$ cat config.mk
export PLATFORM = sky130hd
export DESIGN_NAME = main_fsm_multicycle_flat
export DESIGN_NICKNAME = d
export VERILOG_FILES = /design/src/rtl/riscv_ctrl_pkg.sv /design/src/rtl/main_fsm_multicycle_if.sv /design/src/rtl/imm_src_decoder.sv /design/src/rtl/main_fsm_multicycle.sv /design/src/flat_wrapper.sv
export SDC_FILE = /design/constraint.sdc
export NUM_CORES = 1
export LEC_CHECK = 0
export ABC_AREA = 1
export ABC_CLOCK_PERIOD_IN_PS = 2550
export BUFFER_PORTS_ARGS = -buffer_cell sky130_fd_sc_hd__buf_4
export CORE_MARGIN = 3
export CORE_UTILIZATION = 30
export CTS_BUF_LIST = sky130_fd_sc_hd__clkbuf_8
export DETAILED_ROUTE_END_ITERATION = 12
export MAX_ROUTING_LAYER = met4
export PLACE_DENSITY_LB_ADDON = 0.08
export SYNTH_ARGS = -nofsm -noshare
export SYNTH_HDL_FRONTEND = slang
export SYNTH_HIERARCHICAL = 1
export SYNTH_SLANG_ARGS = --single-unit
$ cat constraint.sdc
create_clock -name clk -period 2.55 [get_ports clk]
set_input_delay 0.255 -clock clk [delete_from_list [all_inputs] [get_ports clk]]
set_output_delay 0.255 -clock clk [all_outputs]
set_load 0.02 [all_outputs]
$ cat src/rtl/riscv_ctrl_pkg.sv
// Shared control-unit definitions: opcodes, multi-cycle FSM states and datapath mux encodings.
// The ALU decoder imports this package too, so ALUOp codes live here.
package riscv_ctrl_pkg;

  localparam logic [6:0] OP_LW   = 7'b0000011;
  localparam logic [6:0] OP_SW   = 7'b0100011;
  localparam logic [6:0] OP_R    = 7'b0110011;
  localparam logic [6:0] OP_I    = 7'b0010011;
  localparam logic [6:0] OP_BEQ  = 7'b1100011;
  localparam logic [6:0] OP_JAL  = 7'b1101111;

  typedef enum logic [3:0] {
    S_FETCH    = 4'd0,
    S_DECODE   = 4'd1,
    S_MEMADR   = 4'd2,
    S_MEMREAD  = 4'd3,
    S_MEMWB    = 4'd4,
    S_MEMWRITE = 4'd5,
    S_EXECR    = 4'd6,
    S_EXECI    = 4'd7,
    S_ALUWB    = 4'd8,
    S_BEQ      = 4'd9,
    S_JAL      = 4'd10,
    S_TRAP     = 4'd11
  } state_t;

  localparam logic [1:0] ALUOP_ADD   = 2'b00;
  localparam logic [1:0] ALUOP_SUB   = 2'b01;
  localparam logic [1:0] ALUOP_FUNCT = 2'b10;

  localparam logic [1:0] RES_ALUOUT  = 2'b00;
  localparam logic [1:0] RES_DATA    = 2'b01;
  localparam logic [1:0] RES_ALU     = 2'b10;

  localparam logic [1:0] SRCA_PC     = 2'b00;
  localparam logic [1:0] SRCA_OLDPC  = 2'b01;
  localparam logic [1:0] SRCA_REG    = 2'b10;

  localparam logic [1:0] SRCB_REG    = 2'b00;
  localparam logic [1:0] SRCB_IMM    = 2'b01;
  localparam logic [1:0] SRCB_FOUR   = 2'b10;

  localparam logic [1:0] IMM_I       = 2'b00;
  localparam logic [1:0] IMM_S       = 2'b01;
  localparam logic [1:0] IMM_B       = 2'b10;
  localparam logic [1:0] IMM_J       = 2'b11;

endpackage

$ cat src/rtl/main_fsm_multicycle_if.sv
// Controller <-> datapath bundle: instruction opcode and memory ready in, enables and selects out.
interface main_fsm_multicycle_if;
  logic [6:0] Op;
  logic       MemReady;
  logic       PCUpdate;
  logic       IRWrite;
  logic       RegWrite;
  logic       MemWrite;
  logic       Branch;
  logic       AdrSrc;
  logic [1:0] ResultSrc;
  logic [1:0] ALUSrcA;
  logic [1:0] ALUSrcB;
  logic [1:0] ALUOp;
  logic [1:0] ImmSrc;

  modport master (
    input  Op, MemReady,
    output PCUpdate, IRWrite, RegWrite, MemWrite, Branch, AdrSrc,
    output ResultSrc, ALUSrcA, ALUSrcB, ALUOp, ImmSrc
  );

  modport slave (
    output Op, MemReady,
    input  PCUpdate, IRWrite, RegWrite, MemWrite, Branch, AdrSrc,
    input  ResultSrc, ALUSrcA, ALUSrcB, ALUOp, ImmSrc
  );
endinterface

$ cat src/rtl/imm_src_decoder.sv
// Immediate-format select, decoded straight from the opcode in every state.
module imm_src_decoder
  import riscv_ctrl_pkg::*;
(
  input  logic [6:0] op,
  output logic [1:0] imm_src
);
  always_comb begin
    imm_src = IMM_I;
    case (op)
      OP_SW:   imm_src = IMM_S;
      OP_BEQ:  imm_src = IMM_B;
      OP_JAL:  imm_src = IMM_J;
      default: imm_src = IMM_I;
    endcase
  end
endmodule

$ cat src/rtl/main_fsm_multicycle.sv
// Moore control FSM for the multi-cycle RV32I core, with retired-instruction counter
// and sticky illegal-opcode flag.
module main_fsm_multicycle
  import riscv_ctrl_pkg::*;
#(
  parameter bit MEM_HANDSHAKE = 1'b1,
  parameter int CNT_W         = 32
) (
  input  logic                 clk,
  input  logic                 rst,
  main_fsm_multicycle_if.master bus,
  output logic [3:0]           State,
  output logic [CNT_W-1:0]     InstRet,
  output logic                 IllegalInstr
);

  state_t           state_q, state_d;
  logic [CNT_W-1:0] instret_q, instret_d;
  logic             illegal_q, illegal_d;
  logic             mem_ready;
  logic             retire;
  logic             pc_update, ir_write, reg_write, mem_write, branch, adr_src;
  logic [1:0]       result_src, alu_src_a, alu_src_b, alu_op;
  logic [1:0]       imm_src;

  assign mem_ready = MEM_HANDSHAKE ? bus.MemReady : 1'b1;

  imm_src_decoder u_imm_src_decoder (
    .op      (bus.Op),
    .imm_src (imm_src)
  );

  always_comb begin
    state_d = state_q;
    case (state_q)
      S_FETCH:    if (mem_ready) state_d = S_DECODE;
      S_DECODE: begin
        case (bus.Op)
          OP_LW, OP_SW: state_d = S_MEMADR;
          OP_R:         state_d = S_EXECR;
          OP_I:         state_d = S_EXECI;
          OP_BEQ:       state_d = S_BEQ;
          OP_JAL:       state_d = S_JAL;
          default:      state_d = S_TRAP;
        endcase
      end
      S_MEMADR:   state_d = (bus.Op == OP_SW) ? S_MEMWRITE : S_MEMREAD;
      S_MEMREAD:  if (mem_ready) state_d = S_MEMWB;
      S_MEMWB:    state_d = S_FETCH;
      S_MEMWRITE: if (mem_ready) state_d = S_FETCH;
      S_EXECR,
      S_EXECI,
      S_JAL:      state_d = S_ALUWB;
      S_ALUWB,
      S_BEQ:      state_d = S_FETCH;
      S_TRAP:     state_d = S_TRAP;
      default:    state_d = S_FETCH;
    endcase
  end

  always_comb begin
    pc_update  = 1'b0;
    ir_write   = 1'b0;
    reg_write  = 1'b0;
    mem_write  = 1'b0;
    branch     = 1'b0;
    adr_src    = 1'b0;
    result_src = RES_ALUOUT;
    alu_src_a  = SRCA_PC;
    alu_src_b  = SRCB_REG;
    alu_op     = ALUOP_ADD;
    case (state_q)
      S_FETCH: begin
        // Only the fetch strobes follow MemReady; the selects are pure state decodes.
        ir_write   = mem_ready;
        pc_update  = mem_ready;
        alu_src_b  = SRCB_FOUR;
        result_src = RES_ALU;
      end
      S_DECODE: begin
        alu_src_a = SRCA_OLDPC;
        alu_src_b = SRCB_IMM;
      end
      S_MEMADR: begin
        alu_src_a = SRCA_REG;
        alu_src_b = SRCB_IMM;
      end
      S_MEMREAD:  adr_src = 1'b1;
      S_MEMWB: begin
        result_src = RES_DATA;
        reg_write  = 1'b1;
      end
      S_MEMWRITE: begin
        adr_src   = 1'b1;
        mem_write = 1'b1;
      end
      S_EXECR: begin
        alu_src_a = SRCA_REG;
        alu_op    = ALUOP_FUNCT;
      end
      S_EXECI: begin
        alu_src_a = SRCA_REG;
        alu_src_b = SRCB_IMM;
        alu_op    = ALUOP_FUNCT;
      end
      S_ALUWB:    reg_write = 1'b1;
      S_BEQ: begin
        alu_src_a = SRCA_REG;
        alu_op    = ALUOP_SUB;
        branch    = 1'b1;
      end
      S_JAL: begin
        alu_src_a = SRCA_OLDPC;
        alu_src_b = SRCB_FOUR;
        pc_update = 1'b1;
      end
      default: ;
    endcase
    // Reset cycle must not let a half-finished instruction write anything.
    if (rst) begin
      pc_update  = 1'b0;
      ir_write   = 1'b0;
      reg_write  = 1'b0;
      mem_write  = 1'b0;
      branch     = 1'b0;
      adr_src    = 1'b0;
      result_src = RES_ALUOUT;
      alu_src_a  = SRCA_PC;
      alu_src_b  = SRCB_REG;
      alu_op     = ALUOP_ADD;
    end
  end

  always_comb begin
    retire = (state_q == S_MEMWB) || (state_q == S_ALUWB) || (state_q == S_BEQ) ||
             ((state_q == S_MEMWRITE) && mem_ready);
    instret_d = instret_q + CNT_W'(retire);
    illegal_d = illegal_q || ((state_q == S_DECODE) && (state_d == S_TRAP));
  end

  always_ff @(posedge clk) begin
    if (rst) begin
      state_q   <= S_FETCH;
      instret_q <= '0;
      illegal_q <= 1'b0;
    end else begin
      state_q   <= state_d;
      instret_q <= instret_d;
      illegal_q <= illegal_d;
    end
  end

  assign bus.PCUpdate  = pc_update;
  assign bus.IRWrite   = ir_write;
  assign bus.RegWrite  = reg_write;
  assign bus.MemWrite  = mem_write;
  assign bus.Branch    = branch;
  assign bus.AdrSrc    = adr_src;
  assign bus.ResultSrc = result_src;
  assign bus.ALUSrcA   = alu_src_a;
  assign bus.ALUSrcB   = alu_src_b;
  assign bus.ALUOp     = alu_op;
  assign bus.ImmSrc    = rst ? IMM_I : imm_src;

  assign State        = state_q;
  assign InstRet      = instret_q;
  assign IllegalInstr = illegal_q;

endmodule

$ cat src/flat_wrapper.sv
// flat-port wrapper written by rule: the top's interface ports become plain ports
module main_fsm_multicycle_flat import riscv_ctrl_pkg::*;
#(
  parameter bit MEM_HANDSHAKE = 1'b1,
  parameter int CNT_W         = 32
)
  (clk, rst, State, InstRet, IllegalInstr, bus_Op, bus_MemReady, bus_PCUpdate, bus_IRWrite, bus_RegWrite, bus_MemWrite, bus_Branch, bus_AdrSrc, bus_ResultSrc, bus_ALUSrcA, bus_ALUSrcB, bus_ALUOp, bus_ImmSrc);
  main_fsm_multicycle_if bus_i ();
  input  logic clk;
  input  logic rst;
  output logic [3:0] State;
  output logic [CNT_W-1:0] InstRet;
  output logic IllegalInstr;
  input wire logic [$bits(bus_i.Op)-1:0] bus_Op;
  input wire logic [$bits(bus_i.MemReady)-1:0] bus_MemReady;
  output wire logic [$bits(bus_i.PCUpdate)-1:0] bus_PCUpdate;
  output wire logic [$bits(bus_i.IRWrite)-1:0] bus_IRWrite;
  output wire logic [$bits(bus_i.RegWrite)-1:0] bus_RegWrite;
  output wire logic [$bits(bus_i.MemWrite)-1:0] bus_MemWrite;
  output wire logic [$bits(bus_i.Branch)-1:0] bus_Branch;
  output wire logic [$bits(bus_i.AdrSrc)-1:0] bus_AdrSrc;
  output wire logic [$bits(bus_i.ResultSrc)-1:0] bus_ResultSrc;
  output wire logic [$bits(bus_i.ALUSrcA)-1:0] bus_ALUSrcA;
  output wire logic [$bits(bus_i.ALUSrcB)-1:0] bus_ALUSrcB;
  output wire logic [$bits(bus_i.ALUOp)-1:0] bus_ALUOp;
  output wire logic [$bits(bus_i.ImmSrc)-1:0] bus_ImmSrc;
  assign bus_i.Op = bus_Op;
  assign bus_i.MemReady = bus_MemReady;
  assign bus_PCUpdate = bus_i.PCUpdate;
  assign bus_IRWrite = bus_i.IRWrite;
  assign bus_RegWrite = bus_i.RegWrite;
  assign bus_MemWrite = bus_i.MemWrite;
  assign bus_Branch = bus_i.Branch;
  assign bus_AdrSrc = bus_i.AdrSrc;
  assign bus_ResultSrc = bus_i.ResultSrc;
  assign bus_ALUSrcA = bus_i.ALUSrcA;
  assign bus_ALUSrcB = bus_i.ALUSrcB;
  assign bus_ALUOp = bus_i.ALUOp;
  assign bus_ImmSrc = bus_i.ImmSrc;
  main_fsm_multicycle #(.MEM_HANDSHAKE(MEM_HANDSHAKE), .CNT_W(CNT_W)) u_core (.clk(clk), .rst(rst), .bus(bus_i), .State(State), .InstRet(InstRet), .IllegalInstr(IllegalInstr));
endmodule
==> flow_summary.toml, run 1 <==
[cts]
cts-buffers-inserted = 5
cts_tree = "built"
clockBufferDepth = 2
postCtsSetupBuffers = 0
clk_latency_ns = 0.29
clk_pin_slew_ns = 0.08
cts-htree-levels = 2
cts_repair_resize_count = 0
numClockSinks = 37
holdBufCountCts = 0
cts_root_buf = "clkbuf_8"

[power]
power_per_cell_area_mw_per_mm2 = 594
power.leakage_nw = 1.29
vdd.ir_drop.worst_uv = 394
clkPwrFrac_pct = 34.0
p_int_mw = 1.19
swShare_pct = 33.6
p_comb_share_pct = 30.3
total_power_mw = 1.80
switchingPower_uw = 604
seq_power_share_pct = 35.7

[sta]
drv_slew = 0
fin_tns_setup_ns = 0
worst_pin_slew_ns = 0.395
max_freq_mhz = 426
timing.final.crit_share_pct = 92.0
fin_skew_ns = 0.00675
setup_ws_ns = 0.205
hold_violations = 0
holdWs_ns = 0.313
timing.final.crit_period_ns = 2.35
rsz0062_at_grt = "true"
slew_headroom_pct = 73.5
setup_viol = 0

[cells_and_area]
fillers = 821
synthToLayoutAreaGrowth_pct = 30.4
fin_area_mm2 = 0.00302
instances_no_fill = 547
final_layout_size_suffix_gt1_share_pct = 22.1
antenna_cells = 0
fin_util_pct = 41.0
final_nets = 459

[grt]
overflow = 0
grtUsageTotal_pct = 16.9
grt_max_degree = 24
grt_pass1_wl_mm = 11.4
antenna_found_initial = 0
grt_pass1_vias = 2326

[place]
place_inst = 539
portBuffers = 62
dp_slack_ns = 0.223
place_area_mm2 = 0.00288
place_congestion = 0.942
dpl.hpwl_mm = 5.72

[critical_path]
crit_type = "register to register"
startpoint_type = "register"
slowest_delay_ns = 0.37
cp-end-kind = "register"
slowest_stage = "dfxtp_1"
path_common_cell = "inv_2"
crit_buf_inv = 5
arrival_ns = 2.53
crit_family = "simple AND/OR/NAND/NOR gates"
path_cells = "inv_1, nand2_1, inv_1, or2_2, nand3_1, o211ai_1, ha_2, ha_1, nand2_1, inv_2, nand2_2, inv_2, nand2_2, nor2_4, inv_2, nor2_2, a21oi_1, nor2_1"
cp.required_ns = 2.74
crit_fanout = 4

[detailed_routing]
num_vias = 2523
wl_per_cell_um = 13.0
postRouteWirelength_mm = 7.09
dr.pass1.iters = 4
drc = 0
antenna_left = 0
dr.first_iter.drc_count = 149
vias_per_cell = 4.61

[yosys]
synth_ff_type = "dfxtp_1"
syn-cell-area_mm2 = 0.00232
synth_edf_count = 0
syn_avg_cell_area_um2 = 6.05
synth_fp_nets = 395
async_flop_share_pct = 0
yosysSeqAreaShare_pct = 31.9
syn_inst = 383
synth_cell_types = 31
yosysWarnings = 6
yosys_register_bits = 37

[floorplanning]
start_util_pct = 31.5
design.portCount = 63
rows = 31
die_w_um = 93.9
die_h_um = 93.9
die_area_mm2 = 0.00882
coreArea_mm2 = 0.00737

[worst_hold_path]
hp-class = "input port to register"

[run_status]
status = "completed"

[run]
max-cap-violations = 0
cells in the mapped netlist, types with 3 or more instances:
library cell	n	area [µm²]
nand2_2	5	31.3
nor3_1	11	55.1
nor2_1	61	229
nand3_1	17	85.1
dfxtp_1	37	741
o21ai_0	10	50.1
nand2_1	105	394
a21oi_1	30	150
nand4_1	6	37.5
nand3b_1	5	37.5
o21a_1	3	22.5
nor2_2	8	50.1
xor2_1	3	26.3
clkbuf_1	3	11.3
inv_2	6	22.5
inv_1	54	203
flip-flops by register name (all words and copies together), names as in the netlist:
signal / cells
u_core/State: 4
u_core/InstRet: 32
u_core/IllegalInstr: 1
placed cells by master (no fill, tap or decap), drive strengths merged:
cell type  count
nand2        111
nor2          71
buf           63
inv           61
dfxtp         37
a21oi         30
nand3         18
nor3          13
o21ai         10
nand4          6
clkbuf         5
nand3b         5
xor2           3
o21a           3
or2            3
bufinv         2
ha             2
clkinv         1
o211ai         1
o31ai          1
nor3b          1
a31oi          1
final timing paths:
check / startpoint / end / slack (ns) / cells after the start
setup reg to reg: u_core/State[3] / u_core/InstRet[18] / 0.20 / 18
hold reg to reg: u_core/IllegalInstr / u_core/IllegalInstr / 0.46 / 2
setup / recovery: u_core/State[3] / u_core/InstRet[18] / 0.20 / 18
hold / removal: rst / u_core/InstRet[0] / 0.31 / 2
layout make-up:
| cell class | instances | area, µm² | share of cell area (%) |
|---|---|---|---|
| Clock buffer | 5 | 68.8 | 2.28 |
| Clock inverter | 3 | 65.1 | 2.15 |
| Inverter | 61 | 234 | 7.74 |
| Multi-Input combinational cell | 279 | 1320 | 43.6 |
| Sequential cell | 37 | 741 | 24.5 |
| Tap cell | 99 | 124 | 4.10 |
| Timing Repair Buffer | 63 | 473 | 15.6 |
logic make-up (layout without fill, tap and decap cells):
family                     after synthesis  in the layout  share of synthesized area, %
and+or+nand+nor                        228            228                          43.6
AOI/OAI and AO/OA                       46             46                          10.5
adders and majority gates                2              2                          1.08
buffers and inverters                   67            132                          11.8
xor gates and xnor gates                 3              3                          1.13
DFF                                     37             37                          31.9
power groups by stage:
stage / Combinational [mW] / Sequential [mW] / Clock (mW)
3_5_place_dp: 0.541 / 0.655 / 0
2_1_floorplan: 0.303 / 0.689 / 0
4_1_cts: 0.544 / 0.642 / 0.628
3_3_place_gp: 0.552 / 0.654 / 0
6_report: 0.544 / 0.642 / 0.611
5_1_grt: 0.604 / 0.649 / 0.650
layer usage:
| metal | GRT usage (%) | share of wire, % | wire (µm) | vias up |
|---|---|---|---|---|
| met2 | 28.6 | 48 | 3440 | 79 |
| met1 | 20.4 | 44 | 3090 | 1099 |
| li1 | - | - | - | 1333 |
| met5 | - | 0 | 0 | - |
| met3 | 3.04 | 6.0 | 423 | 12 |
| met4 | 5.17 | 2.1 | 146 | 0 |
(Power assumes the default switching activity.)
==> run 2, diff against run 1 <==
ABC_CLOCK_PERIOD_IN_PS = 2000   (was 2550)
CORE_ASPECT_RATIO = 0.8   (was not set)
CORE_UTILIZATION = 49   (was 30)
clock period = 2 ns   (was 2.55 ns; I/O delays follow)
==> run 2 against run 1 <==
Worst hold slack got worse by 0.11 ns. Combinational power increased by 64%. The flow now finishes with violations (negative setup slack). Sequential share of layout area down 2.5 points. Register-to-register slack got worse by 0.36 ns. Core utilization increased by 37 points. Count of clock-buffer cells in the layout up 1. Cell area rose by 13%. Largest power group is now combinational cells. Non-clock buffer count is 38 higher. Total power is 25% higher. Setup slack got worse by 0.36 ns. Largest cell class unchanged. Global-route usage is 9.6 points higher.
==> flow_summary.toml, run 2 (synthesized netlist as in run 1, its figures left out) <==
[run_status]
status = "finished, violations left"
violations = "negative setup slack"

[sta]
fin_skew_ns = 0.00478
setup_ws_ns = -0.151
hold_violations = 0
drv_slew = 0
rsz0062_at_grt = "true"
slew_headroom_pct = 70.8
timing.final.crit_period_ns = 2.15
timing.final.crit_share_pct = 108
setup_viol = 21
max_freq_mhz = 465
worst_pin_slew_ns = 0.437

[place]
portBuffers = 62
dpl.hpwl_mm = 5.37
dp_slack_ns = -0.119
place_inst = 522
place_congestion = 0.995

[grt]
grt_use_met1_pct = 37.0
grt_pass1_vias = 2434
overflow = 0
top_usage_layer = "met2"
grt_max_degree = 29
grtUsageTotal_pct = 26.5
met3_usage_pct = 5.12
antenna_found_initial = 0
grt_use_met2_pct = 39.6
grt_pass1_wl_mm = 11.4

[cells_and_area]
final_nets = 497
fin_util_pct = 78.2
layout_common_cells = "nand2_1, buf_4, inv_1, nor2_1, dfxtp_1"
fillers = 340
final_layout_size_suffix_gt1_share_pct = 34.6
largest_register_ffs = 32
antenna_cells = 0
synthToLayoutAreaGrowth_pct = 47.1
instances_no_fill = 542
final_common_cell = "nand2_1"

[worst_hold_path]
hp-class = "input port to register"

[cts]
cts_tree = "built"
clk_latency_ns = 0.29
cts-buffers-inserted = 5
clk_pin_slew_ns = 0.07
cts_root_buf = "clkbuf_8"
cts-htree-levels = 2
numClockSinks = 37
holdBufCountCts = 0
clockBufferDepth = 2

[critical_path]
slowest_stage = "dfxtp_4"
path_cells = "inv_4, nand2_2, nor2_4, inv_2, o211ai_1, ha_2, ha_4, nand2_2, inv_2, nand2_4, inv_4, nand2_4, nor2_4, inv_2, nor2_2, nand3_1, nand2_1, nor2_1"
cp-end-kind = "register"
path_common_cell = "inv_2"
arrival_ns = 2.34
cp.required_ns = 2.19
startpoint_type = "register"
crit_fanout = 4
crit_type = "register to register"
slowest_delay_ns = 0.35

[detailed_routing]
vias_per_cell = 5.15
antenna_left = 0
drc = 0
dr.pass1.iters = 4
dr.first_iter.drc_count = 287
num_vias = 2793
wl_per_cell_um = 13.9
postRouteWirelength_mm = 7.51

[power]
total_power_mw = 2.24
vdd.ir_drop.worst_uv = 507
switchingPower_uw = 813
power_per_cell_area_mw_per_mm2 = 658
p_int_mw = 1.43
swShare_pct = 36.3
p_comb_share_pct = 39.8
seq_power_share_pct = 36.9
clkPwrFrac_pct = 23.3
power.leakage_nw = 1.49

[floorplanning]
coreArea_mm2 = 0.00436
design.portCount = 63
die_area_mm2 = 0.00560
start_util_pct = 53.2
die_h_um = 67.5
die_w_um = 82.9
rows = 21

[run]
max-cap-violations = 0
-- run 2: cell count changes in the layout (fill, tap and decap cells not counted), sizes merged --
| cell | previous run | this run |
|---|---|---|
| buf | 63 | 101 |
| bufinv | 2 | 0 |
| clkbuf | 5 | 6 |
-- run 2: path summary, 6_finish.rpt --
check	startpoint	end	cells after the start	slack [ns]
worst max-delay path	u_core/State[1]	u_core/InstRet[18]	18	-0.15
worst max register to register	u_core/State[1]	u_core/InstRet[18]	18	-0.15
worst min-delay path	rst	u_core/State[3]	2	0.20
worst min register to register	u_core/IllegalInstr	u_core/IllegalInstr	2	0.48
-- run 2: per-stage QoR --
stage	hold WS, ns	setup TNS [ns]	area [µm²]
2_1_floorplan	0.461	-0.119	2370
3_3_place_gp	0.455	-0.0829	3060
3_5_place_dp	0.466	-0.651	3060
4_1_cts	0.192	-0.103	3260
5_1_grt	0.212	-5.24	3410
6_report	0.204	-1.71	3410
-- run 2: routing by layer --
layer | part of all wire [%] | up-vias
met3 | 7.5 | 7
met2 | 45 | 85
met1 | 47 | 1303
met5 | 0 | -
met4 | 0.73 | 0
li1 | - | 1398
-- run 2: power by group through the flow --
stage               registers [mW]  logic [mW]  clock network [mW]
floorplan                    0.897       0.406                   0
global placement             0.838       0.806                   0
detailed placement           0.840       0.814                   0
CTS                          0.828       0.844               0.536
global route                 0.837       0.962               0.569
finish                       0.827       0.894               0.522
-- run 2: area by class of cell --
class / count / area, µm² / share of cell area (%)
Timing Repair Buffer: 101 / 774 / 22.7
Inverter: 61 / 241 / 7.08
Clock buffer: 6 / 82.6 / 2.42
Sequential cell: 37 / 751 / 22.0
Multi-Input combinational cell: 279 / 1490 / 43.6
Clock inverter: 1 / 3.75 / 0.110
Tap cell: 57 / 71.3 / 2.09
-- run 2: critical path: cells and delay by family (launching register included) --
family | cells | cell delay, ns
adder cells (fa/ha/maj) | 2 | 0.42
buffers and inverters | 5 | 0.30
flip-flops | 1 | 0.35
AO/OA/AOI/OAI | 1 | 0.23
AND/OR/NAND/NOR | 10 | 0.74
-- run 2: timing repair --
item | in CTS | in global routing
setup buffers | 8 | 5
gates resized for setup | 14 | 28
pin swaps | 7 | 10
setup endpoints to repair | 17 | 27
